$ cat config.mk
export PLATFORM = sky130hd
export DESIGN_NAME = lift_call_scheduler
export DESIGN_NICKNAME = d
export VERILOG_FILES = /design/src/rtl/lift_call_scheduler.sv
export SDC_FILE = /design/constraint.sdc
export NUM_CORES = 1
export LEC_CHECK = 0
export BUFFER_PORTS_ARGS = -buffer_cell sky130_fd_sc_hd__buf_2
export CORE_ASPECT_RATIO = 1.1
export CORE_MARGIN = 2
export CORE_UTILIZATION = 40
export CTS_BUF_LIST = sky130_fd_sc_hd__clkbuf_8
export CTS_CLUSTER_SIZE = 10
export DETAILED_ROUTE_END_ITERATION = 8
export PLACE_DENSITY = 0.71
export SETUP_SLACK_MARGIN = 0.2
export SLEW_MARGIN = 40
export SYNTH_ARGS = -nofsm -noshare
export SYNTH_HDL_FRONTEND = slang
export SYNTH_SLANG_ARGS = --single-unit
$ cat constraint.sdc
create_clock -name clk -period 4.9 [get_ports clk]
set_clock_uncertainty 0.05 [all_clocks]
set_input_delay 1.225 -clock clk [delete_from_list [all_inputs] [get_ports clk]]
set_output_delay 1.225 -clock clk [all_outputs]
set_load 0.02 [all_outputs]
$ cat src/rtl/lift_call_scheduler.sv
// lift_call_scheduler: four-floor lift controller with a collective (SCAN) policy.
// Call buttons are ORed into a pending register. The car keeps its direction while
// calls remain ahead of it and reverses when none do. One shared down-counter times
// both the floor-to-floor travel and the door-open interval.
module lift_call_scheduler #(
    parameter int TRAVEL_CYC = 4,
    parameter int DOOR_CYC   = 3
) (
    input  logic       clk,
    input  logic       rst_n,
    input  logic [3:0] call,
    input  logic       door_hold,
    output logic [1:0] floor,
    output logic       dir_up,
    output logic       moving,
    output logic       door_open,
    output logic [3:0] pending,
    output logic       busy
);

    typedef enum logic [1:0] {
        S_IDLE   = 2'd0,
        S_MOVING = 2'd1,
        S_DOOR   = 2'd2
    } state_t;

    localparam logic [3:0] TRAVEL_LOAD = 4'(TRAVEL_CYC - 1);
    localparam logic [3:0] DOOR_LOAD   = 4'(DOOR_CYC - 1);

    state_t     r_state;
    logic [3:0] r_timer;
    logic [1:0] r_floor;
    logic       r_dir_up;
    logic [3:0] r_pending;

    state_t     w_state_n;
    logic [3:0] w_timer_n;
    logic [1:0] w_floor_n;
    logic       w_dir_up_n;
    logic [3:0] w_pending_n;
    logic [3:0] w_serve_mask;

    logic [1:0] w_next_floor;
    logic [3:0] w_above_mask;
    logic [3:0] w_below_mask;
    logic [3:0] w_beyond_mask;
    logic       w_calls_above;
    logic       w_calls_below;
    logic       w_calls_beyond;

    // Floor the car reaches when the current one-floor step completes.
    assign w_next_floor = r_dir_up ? (r_floor + 2'd1) : (r_floor - 2'd1);

    // Floor masks: strictly above/below the car, and strictly beyond the arrival floor in the travel direction.
    always_comb begin
        w_above_mask  = '0;
        w_below_mask  = '0;
        w_beyond_mask = '0;
        for (int i = 0; i < 4; i++) begin
            w_above_mask[i]  = (2'(i) > r_floor);
            w_below_mask[i]  = (2'(i) < r_floor);
            w_beyond_mask[i] = r_dir_up ? (2'(i) > w_next_floor) : (2'(i) < w_next_floor);
        end
    end

    assign w_calls_above  = |(r_pending & w_above_mask);
    assign w_calls_below  = |(r_pending & w_below_mask);
    assign w_calls_beyond = |(r_pending & w_beyond_mask);

    // Next-state logic: scheduling decisions use the latched calls only; new calls join next cycle.
    always_comb begin
        w_state_n    = r_state;
        w_timer_n    = r_timer;
        w_floor_n    = r_floor;
        w_dir_up_n   = r_dir_up;
        w_serve_mask = '0;

        case (r_state)
            S_IDLE: begin
                if (r_pending[r_floor]) begin
                    w_state_n    = S_DOOR;
                    w_timer_n    = DOOR_LOAD;
                    w_serve_mask = 4'(1) << r_floor;
                end else if (w_calls_above || w_calls_below) begin
                    w_dir_up_n = r_dir_up ? w_calls_above : !w_calls_below;
                    w_state_n  = S_MOVING;
                    w_timer_n  = TRAVEL_LOAD;
                end
            end

            S_MOVING: begin
                if (r_timer != 4'd0) begin
                    w_timer_n = r_timer - 4'd1;
                end else begin
                    w_floor_n = w_next_floor;
                    if (r_pending[w_next_floor]) begin
                        w_state_n    = S_DOOR;
                        w_timer_n    = DOOR_LOAD;
                        w_serve_mask = 4'(1) << w_next_floor;
                    end else if (w_calls_beyond) begin
                        w_timer_n = TRAVEL_LOAD;
                    end else begin
                        w_state_n = S_IDLE;
                    end
                end
            end

            S_DOOR: begin
                w_serve_mask = 4'(1) << r_floor;
                if (door_hold || call[r_floor]) begin
                    w_timer_n = DOOR_LOAD;
                end else if (r_timer != 4'd0) begin
                    w_timer_n = r_timer - 4'd1;
                end else begin
                    w_state_n = S_IDLE;
                end
            end

            default: begin
                w_state_n = S_IDLE;
                w_timer_n = '0;
            end
        endcase

        w_pending_n = (r_pending | call) & ~w_serve_mask;
    end

    // State, timer, position, direction and call register; reset aborts any travel or door cycle.
    always_ff @(posedge clk or negedge rst_n) begin
        if (!rst_n) begin
            r_state   <= S_IDLE;
            r_timer   <= '0;
            r_floor   <= '0;
            r_dir_up  <= 1'b1;
            r_pending <= '0;
        end else begin
            r_state   <= w_state_n;
            r_timer   <= w_timer_n;
            r_floor   <= w_floor_n;
            r_dir_up  <= w_dir_up_n;
            r_pending <= w_pending_n;
        end
    end

    assign floor     = r_floor;
    assign dir_up    = r_dir_up;
    assign moving    = (r_state == S_MOVING);
    assign door_open = (r_state == S_DOOR);
    assign pending   = r_pending;
    assign busy      = (r_state != S_IDLE) || (r_pending != 4'd0);

endmodule

# == After elaboration in Yosys (flattened, before gate mapping) ==
# Index checks and enable logic that the tools add are counted.
# totals
elab_cells,92
ff_bits,13
out_inout_bits,10
in_bits,7
# classes
order_cmp,18
n_addsub,3
n_bitwise,8
reduce_logical,15
shift,2
n_eq_ne,9
n_mux,32
# ops
operator,count
4-bit 2-to-1 mux,10
4-bit case mux with 3 select lines,2
4-bit bitwise AND,4
2-bit 2-to-1 mux,8
4-bit OR reduction,3
"1-bit by 2-bit greater-than comparator with 1-bit output, first input constant",4
"2-bit greater-than comparator, first input constant",4
"1-bit by 2-bit less-than comparator with 1-bit output, first input constant",4
"2-bit less-than comparator, first input constant",4
1-bit 2-to-1 mux,8
4-bit nonzero test,2
"1-bit by 2-bit left shift with 4-bit output, first input constant",2
1-bit binary-select mux with 2-bit select,3
"2-bit by 3-bit less-than comparator with 1-bit output, second input constant",2
"2-bit inequality test, second input constant",3
2-bit case mux with 3 select lines,1
3-bit AND reduction,2
5-bit AND reduction,1
"4-bit by 1-bit inequality test with 1-bit output, second input constant",1
4-bit inverter,1
4-bit OR,1
"4-bit by 1-bit subtractor with 4-bit output, second input constant",1
1-bit logical OR,3
"3-bit by 1-bit inequality test with 1-bit output, second input constant",1
other kinds (11),12

# == Logic depth before layout (Yosys ltp) ==
# depth
word_depth,10
mapped_depth,8
depth_no_buf,7

# == Worst setup path before layout ==
# No wires, ideal clock.
# synth_timing
path_type,input to register
startpoint,input call[3]
endpoint,register r_timer[0]
path_buffers,0
arrival_ns,2.152
slack_ns,2.572
cell_stages,5
cell_sequence,mux2i_1 > a22oi_4 > nor3_1 > mux2_2 > o32a_1
# synth_between
elab_chain_len,5
# synth_rtl
element,line_no,text
"start, declared",11,"input logic [3:0] call,"
1-bit binary-select mux with 2-bit select (*),110,if (door_hold || call[r_floor]) begin
1-bit 2-to-1 mux (implied by the code) (*),110,
1-bit logical OR (*),110,
3-bit by 1-bit inequality test with 1-bit output (no line) / 4-bit 2-to-1 mux (equally long branches),-,
3-bit AND reduction (no line) / 4-bit case mux with 3 select lines (equally long branches),-,
"end signal, assigned",138,r_timer <= w_timer_n;
"end, declared",31,logic [3:0] r_timer;
# Mark *: on every way between the ends. The rest lies on a longest branch, timed or not. The select of a mux whose other input is x is not followed.
# A chain may end at the register's enable or synchronous reset.

# == Worst setup path after layout ==
# layout_timing
startpoint,register r_state[0]
endpoint,output moving
# layout_between
elab_chain_len,1
# layout_rtl
element,line_no,text
"start, declared",30,state_t r_state;
"start signal, assigned",137,r_state <= w_state_n;
2-bit by 1-bit equality test with 1-bit output,147,assign moving = (r_state == S_MOVING);
"end, declared",15,"output logic moving,"
# Every way passes these cells.

==> impl_metrics.ini <==
[sta]
fin_ws_ns = 2.166
finalSetupViolations = 0
post-route-period-util = 0.5580
max_clock_freq_mhz = 365.7
tns_ns = 0
hold_viol_final = 0
maxSlewHeadroom = 0.6601
min_period_ns = 2.734
tightest_slew_ns = 0.5098
slew_viol_final = 0
rsz0062_at_grt = false

[clock_network]
cts-root-buf = clkbuf_8
cts_resized = 0
cts_hold_buf = 0
post_cts_buffers = 0
clkLatencyLatePin_ns = 0.24
cts.clk_slew.worst_paths_ns = 0.05
cts.sinks = 13
htreeDepth = 1
cts_buffers = 3
ctsLongestPathBuffers = 2
cts_tree = yes

[die]
num_io_pins = 17
die_area_um2 = 3111
die_x_um = 53.37
rows = 19
core_area_um2 = 2520
die_h_um = 58.30
start_util = 0.4255

[setup_path]
end_kind = output port
criticalPathCategory = reg2out
arrival_ns = 1.46
crit_path_start_kind = flop
crit_slowest_cell = dfrtp_1
cp.buffers_inverters = 1
crit_chain = nor2b_1 > buf_2
cp_top_family = flip-flops
crit_path_max_incr_delay_ns = 0.50
critPathRequiredTime_ns = 3.62
cp_max_fo = 9

[synth]
async_reset_ff_frac = 1.000
yosys_warnings = 0
synth_seq_cells = 13
synth_flop_cell = dfrtp_1
synth_seq_area_share = 0.3046
ys_types = 44
syn_inst = 123
synth_enable_flop_cells = 0
synthesis.nets = 137
syn_area_per_cell_um2 = 8.718
syn_area_um2 = 1072

[layout]
fin_cells = 168
regArea_um2 = 326.6
area_growth_pct = 11.90
multi_input_comb_area_um2 = 679.4
nets = 152
nFillCells = 266
n_antenna_cell = 0
drive_gt1_frac = 0.2044
final_area_um2 = 1200

[placement]
dp_hpwl_mm = 1.883
port_buffers = 16
dp_slack_ns = 2.324
gp_congestion = 0.8820
placed_area_um2 = 1155
dp_cells = 164

[pwr]
pwr-share-comb = 0.568
power.share.sequential = 0.317
power.leakage_nw = 0.5172
p_switching_w = 0.0003909
ir_worst_vdd_mv = 0.3858
p_int_w = 0.0004089
finalPower_w = 0.0007998
clkPwrFrac = 0.115
switching_share = 0.4887
p_per_area_nw_per_um2 = 666.6

[detailed_routing]
ant_nets = 0
drtIter0Drc = 13
finalWirelength_mm = 2.513
vias_per_cell = 5.667
via_count = 952
remaining_drc_errors = 0
drt-wirelength-per-cell_um = 14.96
first_pass_iters = 4

[grt]
grt_pass1_vias = 945
grt_first_pass_wirelength_mm = 4.305
grt_antenna_before_repair = 0
track_usage = 0.1886
grt_max_degree = 18
grt-ovfl-total = 0

[status]
outcome = finished clean

[hold_path]
worstHoldPathType = reg2reg

[run]
maxCapViolCount = 0
sequential cells by signal, summed over array words and instances, names as in the netlist:
register  flops
r_state       2
pending       4
floor         2
dir_up        1
r_timer       4
cell usage in the layout, fill, tap and decap left out, drive strengths merged, types with 5 or more instances in the layout:
master / n
o21ai: 7
mux2i: 5
a21oi: 7
nand2: 12
inv: 9
dfrtp: 12
nor2: 12
ha: 7
nor2b: 7
buf: 16
final timing paths:
path | startpoint | slack [ns] | depth (start not counted) | end
setup reg to reg | floor[0] | 2.36 | 7 | r_timer[0]
hold reg to reg | dir_up | 0.49 | 2 | dir_up
max in group asynchronous | rst_n | 3.68 | 1 | dir_up
setup / recovery | r_state[0] | 2.17 | 2 | moving
hold / removal | dir_up | 0.49 | 2 | dir_up
min in group asynchronous | rst_n | 0.82 | 1 | r_timer[3]
power groups by stage:
stage / clock network, W / logic, W / registers [W]
after detailed placement: 0 / 0.000453 / 0.000253
after floorplan: 0 / 0.000372 / 0.000228
after global routing: 0.000102 / 0.000502 / 0.000265
after CTS: 0.0000966 / 0.000455 / 0.000253
final: 0.0000921 / 0.000454 / 0.000253
after global placement: 0 / 0.000443 / 0.000246
cell usage after synthesis (all sizes together) (3+ instances only):
| library cell | instances | area, um2 |
|---|---|---|
| nor3b | 3 | 22.52 |
| buf | 6 | 36.28 |
| nor2 | 12 | 45.04 |
| o21ai | 7 | 38.78 |
| a21oi | 7 | 35.03 |
| inv | 8 | 30.03 |
| nand2 | 12 | 45.04 |
| mux2i | 5 | 50.05 |
| dfrtp | 12 | 300.3 |
| ha | 7 | 87.58 |
| nor2b | 7 | 43.79 |
| nor3 | 4 | 25.02 |
logic make-up after synthesis:
group,share of synthesized area
buffers and inverters,0.06184
multiplexers,0.07818
AO/OA/AOI/OAI,0.2159
adder cells (fa/ha/maj),0.08168
flip-flops,0.3046
XOR/XNOR,0.01634
AND/OR/NAND/NOR,0.2415
tightest hold or removal path, cell delays in order, from the launching register on:
cell and delay, ns:
dfstp_2 0.40, o21ai_0 0.07, a21oi_1 0.07
routing by layer:
layer,global-route usage,vias to the layer above,part of all wire
li1,-,473,-
met1,0.2464,456,0.46
met2,0.3122,19,0.50
met3,0.02284,4,0.029
met4,0.07692,0,0.011
met5,0,-,0
metrics by stage:
step                      utilization  hold slack (ns)
after global routing           0.4762           0.5257
after CTS                      0.4762           0.4941
after floorplan                     -           0.4434
after global placement         0.4583           0.4765
final                          0.4762           0.4940
after detailed placement       0.4583           0.4828
cell type report:
cell class,count,share of cell area
Multi-Input combinational cell,96,0.5662
Sequential cell,13,0.2722
Timing Repair Buffer,16,0.06674
Clock buffer,3,0.03441
Tap cell,31,0.03233
Inverter,8,0.02503
Clock inverter,1,0.003128
Note: power is estimated with default switching activity, not from simulation.
